==> config.mk <==
export PLATFORM = sky130hd
export DESIGN_NAME = mult_sequencer
export DESIGN_NICKNAME = d
export VERILOG_FILES = /design/src/rtl/mult_pkg.sv /design/src/rtl/step_counter.sv /design/src/rtl/mult_sequencer.sv
export SDC_FILE = /design/constraint.sdc
export NUM_CORES = 1
export LEC_CHECK = 0
export CORE_MARGIN = 2
export CORE_UTILIZATION = 45
export CTS_CLUSTER_SIZE = 30
export DETAILED_ROUTE_END_ITERATION = 7
export PLACE_DENSITY = 0.76
export SYNTH_ARGS = -nofsm -noshare
export SYNTH_HDL_FRONTEND = slang
export SYNTH_HIERARCHICAL = 1
export SYNTH_SLANG_ARGS = --single-unit
==> constraint.sdc <==
create_clock -name clk -period 1.5 [get_ports clk]
set_input_delay 0.3 -clock clk [delete_from_list [all_inputs] [get_ports clk]]
set_output_delay 0.3 -clock clk [all_outputs]
set_load 0.02 [all_outputs]
==> src/rtl/mult_pkg.sv <==
// Shared types and defaults for the shift-and-add multiplier sequencer.
package mult_pkg;
  localparam int WIDTH_DEF = 4;

  typedef enum logic [2:0] {
    S_IDLE,
    S_LOAD,
    S_ADD,
    S_SHIFT,
    S_DONE
  } mult_state_t;
endpackage

==> src/rtl/step_counter.sv <==
// Counts SHIFT steps of one multiply; last flags the final (WIDTH-1) step.
module step_counter #(
  parameter int WIDTH = mult_pkg::WIDTH_DEF
) (
  input  logic clk,
  input  logic rst,
  input  logic clear,
  input  logic inc,
  output logic last
);
  localparam int CW = (WIDTH > 1) ? $clog2(WIDTH) : 1;

  logic [CW-1:0] cnt;

  always_ff @(posedge clk or posedge rst) begin
    if (rst)        cnt <= '0;
    else if (clear) cnt <= '0;
    else if (inc)   cnt <= cnt + 1'b1;
  end

  assign last = (cnt == CW'(WIDTH - 1));
endmodule

==> src/rtl/mult_sequencer.sv <==
// Sequential unsigned multiplier: one ADD per set multiplier bit, one SHIFT per bit.
module mult_sequencer
  import mult_pkg::*;
#(
  parameter int WIDTH = WIDTH_DEF
) (
  input  logic               clk,
  input  logic               rst,
  input  logic               start,
  output logic               in_ready,
  input  logic [WIDTH-1:0]   multiplicand,
  input  logic [WIDTH-1:0]   multiplier,
  output logic               out_valid,
  input  logic               out_ready,
  output logic [2*WIDTH-1:0] product,
  output logic               busy
);
  mult_state_t      state, state_nxt;
  logic [WIDTH:0]   a_reg;
  logic [WIDTH-1:0] q_reg;
  logic [WIDTH-1:0] m_reg;
  logic             cnt_clr, cnt_inc, cnt_last;

  step_counter #(.WIDTH(WIDTH)) u_step (
    .clk  (clk),
    .rst  (rst),
    .clear(cnt_clr),
    .inc  (cnt_inc),
    .last (cnt_last)
  );

  always_ff @(posedge clk or posedge rst) begin
    if (rst) state <= S_IDLE;
    else     state <= state_nxt;
  end

  always_comb begin
    state_nxt = state;
    in_ready  = 1'b0;
    out_valid = 1'b0;
    busy      = 1'b0;
    cnt_clr   = 1'b0;
    cnt_inc   = 1'b0;
    case (state)
      S_IDLE: begin
        in_ready = 1'b1;
        if (start) state_nxt = S_LOAD;
      end
      S_LOAD: begin
        busy      = 1'b1;
        cnt_clr   = 1'b1;
        state_nxt = q_reg[0] ? S_ADD : S_SHIFT;
      end
      S_ADD: begin
        busy      = 1'b1;
        state_nxt = S_SHIFT;
      end
      S_SHIFT: begin
        busy    = 1'b1;
        cnt_inc = 1'b1;
        // q_reg[1] is the bit that lands in q_reg[0] after this shift
        if (cnt_last)      state_nxt = S_DONE;
        else if (q_reg[1]) state_nxt = S_ADD;
        else               state_nxt = S_SHIFT;
      end
      S_DONE: begin
        out_valid = 1'b1;
        if (out_ready) state_nxt = S_IDLE;
      end
      default: state_nxt = S_IDLE;
    endcase
  end

  // Operands are captured on the accepting edge so later input changes are harmless.
  always_ff @(posedge clk or posedge rst) begin
    if (rst) begin
      a_reg <= '0;
      q_reg <= '0;
      m_reg <= '0;
    end else begin
      case (state)
        S_IDLE: if (start) begin
          m_reg <= multiplicand;
          q_reg <= multiplier;
        end
        S_LOAD:  a_reg <= '0;
        S_ADD:   a_reg <= a_reg + {1'b0, m_reg};
        S_SHIFT: {a_reg, q_reg} <= {1'b0, a_reg, q_reg[WIDTH-1:1]};
        default: ;
      endcase
    end
  end

  assign product = (state == S_DONE) ? {a_reg[WIDTH-1:0], q_reg} : '0;
endmodule

==> metrics, run 1 <==
Top delay family on crit path=adder cells; ys flop type=dfrtp_1; I/O pin count=23; Setup CP Type=reg2reg; Avg Cell Area, Syn=a little under 10 um2; Filler Cells Inserted=124; Tmin final=1710 ps; Synth area leaders=dfrtp_1, ha_1, inv_1; initial antenna violation count=0; routability cong.=0.870; effective utilization at floorplan=about half; final setup violation count=19; register area share after synthesis=42.0%; number of vias per cell=between 5 and 6; Syn Nets=126; row count=17; Max Fclk=0.585 GHz; overall power=3.38 mW; Worst Hold Class=in2async; Cell Count Post-Placement=171; Worst-path clk slew=110 ps; Netlist cell types=32; Reg area=approximately 450 um2; Reg-to-Reg End=a_reg[4]; GRT overflow=0; area delta synth->final=64.3%; worst setup path endpoint=a_reg[4]; CTS H-Tree Depth=1; Initial DRC Count=44; synthesized flop and latch total=18; fin util=78.9%; ys async rst share=100%; die footprint=2790 um2; Slew Limit Fails=0; Synth top area share=42.0%; drt total wl=3730 um; final instance area=1760 um2; estimated wirelength of the detail-placed design=~1900 um; WL/cell=~20 um; area leader, netlist=dfrtp_1; max-capacitance violation count=0; Slowest-stage cell, CP=dfrtp_1; worst ir drop on vdd=~1300 uV; pin count of the biggest net entering global routing=17; Die Width=about 53 um; P_leak=0.829 nW; clock skew=5.20 ps; Die Ht=52.8 um; YS warnings=6; Area after DPL=1440 um2; CTS buffer count=3; Post-synth EDFFs=0; period utilization=114%; pin slew with the least headroom to its limit=roughly 400 ps; CTS tree=yes; post-route setup slack=-208 ps; non-filler cells, final=189; critical path peak fanout=2; first-pass GRT wire length=5160 um; Vias=1095; post-route antenna net violation count=0; startpoint types=flip-flop; R2R cell count=7; cell count after synthesis=108; CP required=1710 ps; clock latency at the later pin of the worst-skew pair=310 ps; WP buf/inv=1; CP startpoint=a_reg[0]; CP peak stage delay=380 ps; Port Buffers=22; DRC errors left=0; failing checks=setup timing; Slew headroom=73.0%; vias in the first global route=1094; Clock Sink Count=18; CTS Root Cell=clkbuf_4; Post-Syn Area=1070 um2; flop2flop setup slack=-210 ps; Antenna Diode Count=0; max reg flops=5; final hold vios=0; CP Capture Type=flip-flop; Multi-input gate area=~700 um2; CTS max path bufs=2; CP Depth=7; CTS hold repair buffers=0; unrepaired setup endpoints after global routing=yes; CP Cell Sequence=ha_2 > inv_2 > fa_2 > nand2b_4 > a21oi_4 > nor3b_2 > a221o_1; RR Startpoint=a_reg[0]; GRT Total Usage=26.6%; status=finished with violations; WP data arrival=roughly 1900 ps; PwrDens=1920 nW/um2; Place WS=-249 ps; nets=180; drt first pass iters=4; Core Region=2230 um2; layout cells sized above 1=52.8%
worst min-delay path by stage:
stage / end / cells after the start
floorplan: u_step/cnt[0] / 1
global placement: u_step/cnt[0] / 2
detailed placement: q_reg[1] / 2
finish: u_step/cnt[1] / 2
global route: u_step/cnt[1] / 2
CTS: u_step/cnt[1] / 2
metal layers:
metal	wire length, um	part of all wire, %	vias up	track usage (%)
li1	-	-	484	-
met1	1350	36	526	30.0
met2	1990	53	66	47.3
met3	229	6.1	19	4.86
met4	163	4.4	0	13.2
met5	0	0	-	0
metrics by stage:
stage / hold slack, ps / TNS, ps
4_1_cts: 196 / -1500
5_1_grt: 192 / -3010
3_3_place_gp: 481 / -2940
6_report: 189 / -1780
2_1_floorplan: 41.2 / -112
3_5_place_dp: 504 / -3600
worst reg2reg max path, delay by kind of cell (launching register included):
family	cells	cell delay (ps)
AND/OR/NAND/NOR	2	240
adder cells (fa/ha/maj)	2	540
buffers and inverters	1	40
AO/OA/AOI/OAI	2	400
flip-flops	1	380
cell usage after synthesis (3+ instances only):
cell type / n
dfrtp_1: 18
inv_1: 11
nand2_1: 9
o21ai_0: 8
nor2_1: 7
and3_1: 6
a22oi_1: 5
ha_1: 5
mux2i_1: 4
a21oi_1: 3
mux2_2: 3
nor3_1: 3
o21ai_2: 3
cell families after synthesis:
family | share of synthesized area (%)
buffers and inverters | 8.17
adders and majority gates | 7.70
muxes | 6.88
xor gates and xnor gates | 1.63
AOI/OAI and AO/OA | 16.5
and+or+nand+nor | 17.2
DFF | 42.0
final cells by class:
cell class / instances / share of cell area [%]
well taps: 28 / 1.99
clock buffers: 4 / 2.06
multi-input cells: 73 / 39.9
flip-flops and latches: 18 / 25.6
repair buffers: 55 / 27.8
inverters: 11 / 2.63
power by group:
part / internal, mW / leakage, nW / total, mW / switching, mW
clock: 0.148 / 0.0210 / 0.321 / 0.172
sequential: 0.683 / 0.226 / 0.850 / 0.168
combinational: 1.09 / 0.582 / 2.21 / 1.12
total: 1.92 / 0.829 / 3.38 / 1.46
cells in the final DEF (no fill, tap or decap), drive strengths merged:
cell type       n
buf            44
dfrtp          18
clkdlybuf4s50  11
inv            11
o21ai          11
nand2           9
nor2            7
and3            6
a22oi           5
ha              5
clkbuf          4
mux2i           4
mux2            3
a21oi           3
nor3            3
nand2b          2
nor3b           2
nor2b           1
nor4b           1
a21o            1
xor2            1
or2             1
o41ai           1
a211oi          1
a221o           1
a31oi           1
o221ai          1
a32oi           1
fa              1
xnor2           1
what timing repair did:
action / in CTS / in global routing
pin swaps: 12 / 10
cloned: 1 / 0
buffers inserted: 9 / 7
resized for setup: 88 / 17
endpoints found under the setup margin: 22 / 25
Note: power is estimated with default switching activity, not from simulation.
==> run 2, diff against run 1 <==
- CORE_UTILIZATION: 45 -> 48
- PLACE_DENSITY: 0.76 -> 0.77
- clock period: 1.5 -> 2.1 ns (I/O delays scaled with it)
==> run 2 against run 1 <==
Net effect: total power fell by 50%; sequential share of layout area grew 7.3 points; flip-flop and latch count unchanged; register-to-register slack improved by 420 ps; core utilization down 16 points; die area down 5.8%; global-route usage is 5.1 points lower; cell area decreased by 22%; the flow now finishes without violations; count of clock-buffer cells in the layout unchanged.
==> metrics, run 2 (same netlist as run 1, synthesis figures left out) <==
Port Buffers=22; Area after DPL=1310 um2; flop2flop setup slack=210 ps; RR Startpoint=a_reg[0]; effective utilization at floorplan=49.4%; TNS Setup=0 ps; pin count of the biggest net entering global routing=17; Vias=882; final hold vios=0; Initial DRC Count=19; CP peak stage delay=430 ps; CTS tree=yes; critical path peak fanout=13; CTS max path bufs=2; most common cell after layout, fill and taps aside=dfrtp_1; Core Region=2170 um2; CP Capture Type=primary output; number of vias per cell=5.41; Worst-path clk slew=110 ps; clock skew=4.92 ps; drt first pass iters=4; drt total wl=2360 um; CTS H-Tree Depth=1; I/O pin count=23; max reg flops=5; Antenna Diode Count=0; Max Fclk=0.526 GHz; first-pass GRT wire length=4150 um; commonest non-fill, non-tap cells in the layout=dfrtp_1, inv_1, clkdlybuf4s50_1; vias in the first global route=927; clock latency at the later pin of the worst-skew pair=300 ps; area delta synth->final=28.0%; WL/cell=~14 um; Setup CP Type=reg2out; CP Cell Sequence=buf_4 > nor3_1 > dlygate4sd2_1; Tmin final=about 1900 ps; WL met3=72 um; CTS Root Cell=clkbuf_4; row count=17; WP data arrival=1480 ps; period utilization=between 90% and 100%; DRC errors left=0; M1 WL=1040 um; Worst Hold Class=in2async; Top Metal Used=met4; Fin Hold WS=294 ps; estimated wirelength of the detail-placed design=approximately 1700 um; die footprint=2630 um2; Die Width=51.3 um; routability cong.=0.784; Die Ht=51.3 um; final setup violation count=0; unrepaired setup endpoints after global routing=no; Slew Limit Fails=0; post-route antenna net violation count=0; Reg-to-Reg End=a_reg[4]; fin util=between 60 and 70%; Clock Sink Count=18; pin slew with the least headroom to its limit=roughly 640 ps; initial antenna violation count=0; GRT Total Usage=21.5%; nets=154; met2 WL post-DR=1150 um; CP required=1680 ps; GRT overflow=0; CTS buffer count=3; Slowest-stage cell, CP=dfrtp_1; P_leak=~0.71 nW; max-capacitance violation count=0; R2R cell count=7; final instance area=1370 um2; worst ir drop on vdd=775 uV; status=finished, final reports clean; CTS hold repair buffers=0; Slew headroom=57.3%; PwrDens=1230 nW/um2; startpoint types=flip-flop; Filler Cells Inserted=189; layout cells sized above 1=15.6%
==> run 2: changes by cell type in the layout (fill, tap and decap cells not counted), sizes merged <==
cell          previous run  this run
buf                     44         7
dlygate4sd2              0         9
dlymetal6s2s             0         2
==> run 2: critical path, delay by kind of cell (launching register included) <==
family        cells  cell delay, ps
flops             1             430
simple gates      1             190
buf+inv           2             560
==> run 2: metrics by stage <==
stage          instances  setup WS, ps  power (mW)
2_1_floorplan        108           414        1.25
3_5_place_dp         156           133        1.44
4_1_cts              163          1.45        1.69
3_3_place_gp         156           164        1.39
6_report             163           198        1.69
5_1_grt              163          44.6        1.85
==> run 2: cell type report <==
type	count	area, um2	share of cell area [%]
Sequential cell	18	452	32.9
Inverter	11	41.3	3.01
Timing Repair Buffer	29	267	19.4
Clock buffer	4	36.3	2.64
Multi-Input combinational cell	73	542	39.5
Tap cell	28	35.0	2.55
==> run 2: metal layers <==
metal / vias to the layer above / GRT usage [%]
li1: 430 / -
met1: 413 / 28.1
met2: 29 / 34.4
met3: 10 / 2.05
met4: 0 / 13.2
met5: - / 0
==> run 2: worst max-delay path by stage <==
stage                     depth (start not counted)     start          to  slack, ps
after global routing                              7  a_reg[0]    a_reg[4]         40
after CTS                                         3  state[0]  product[1]          1
after detailed placement                          4  state[0]  product[5]        130
final                                             3  state[0]    in_ready        200
after floorplan                                   7  a_reg[0]    a_reg[4]        410
after global placement                            4  state[0]  product[5]        160
==> run 2: where the power goes <==
group	leakage (nW)	internal [mW]	switching [mW]
Clock	0.0210	0.106	0.114
Combinational	0.465	0.387	0.473
Sequential	0.224	0.489	0.120
==> run 2: timing repair <==
action | in CTS | in global routing
gates resized for setup | 12 | 2
pin swaps | 0 | 0
setup buffers | 3 | 0
setup endpoints to repair | 11 | 2
hold endpoints to repair | 0 | 0
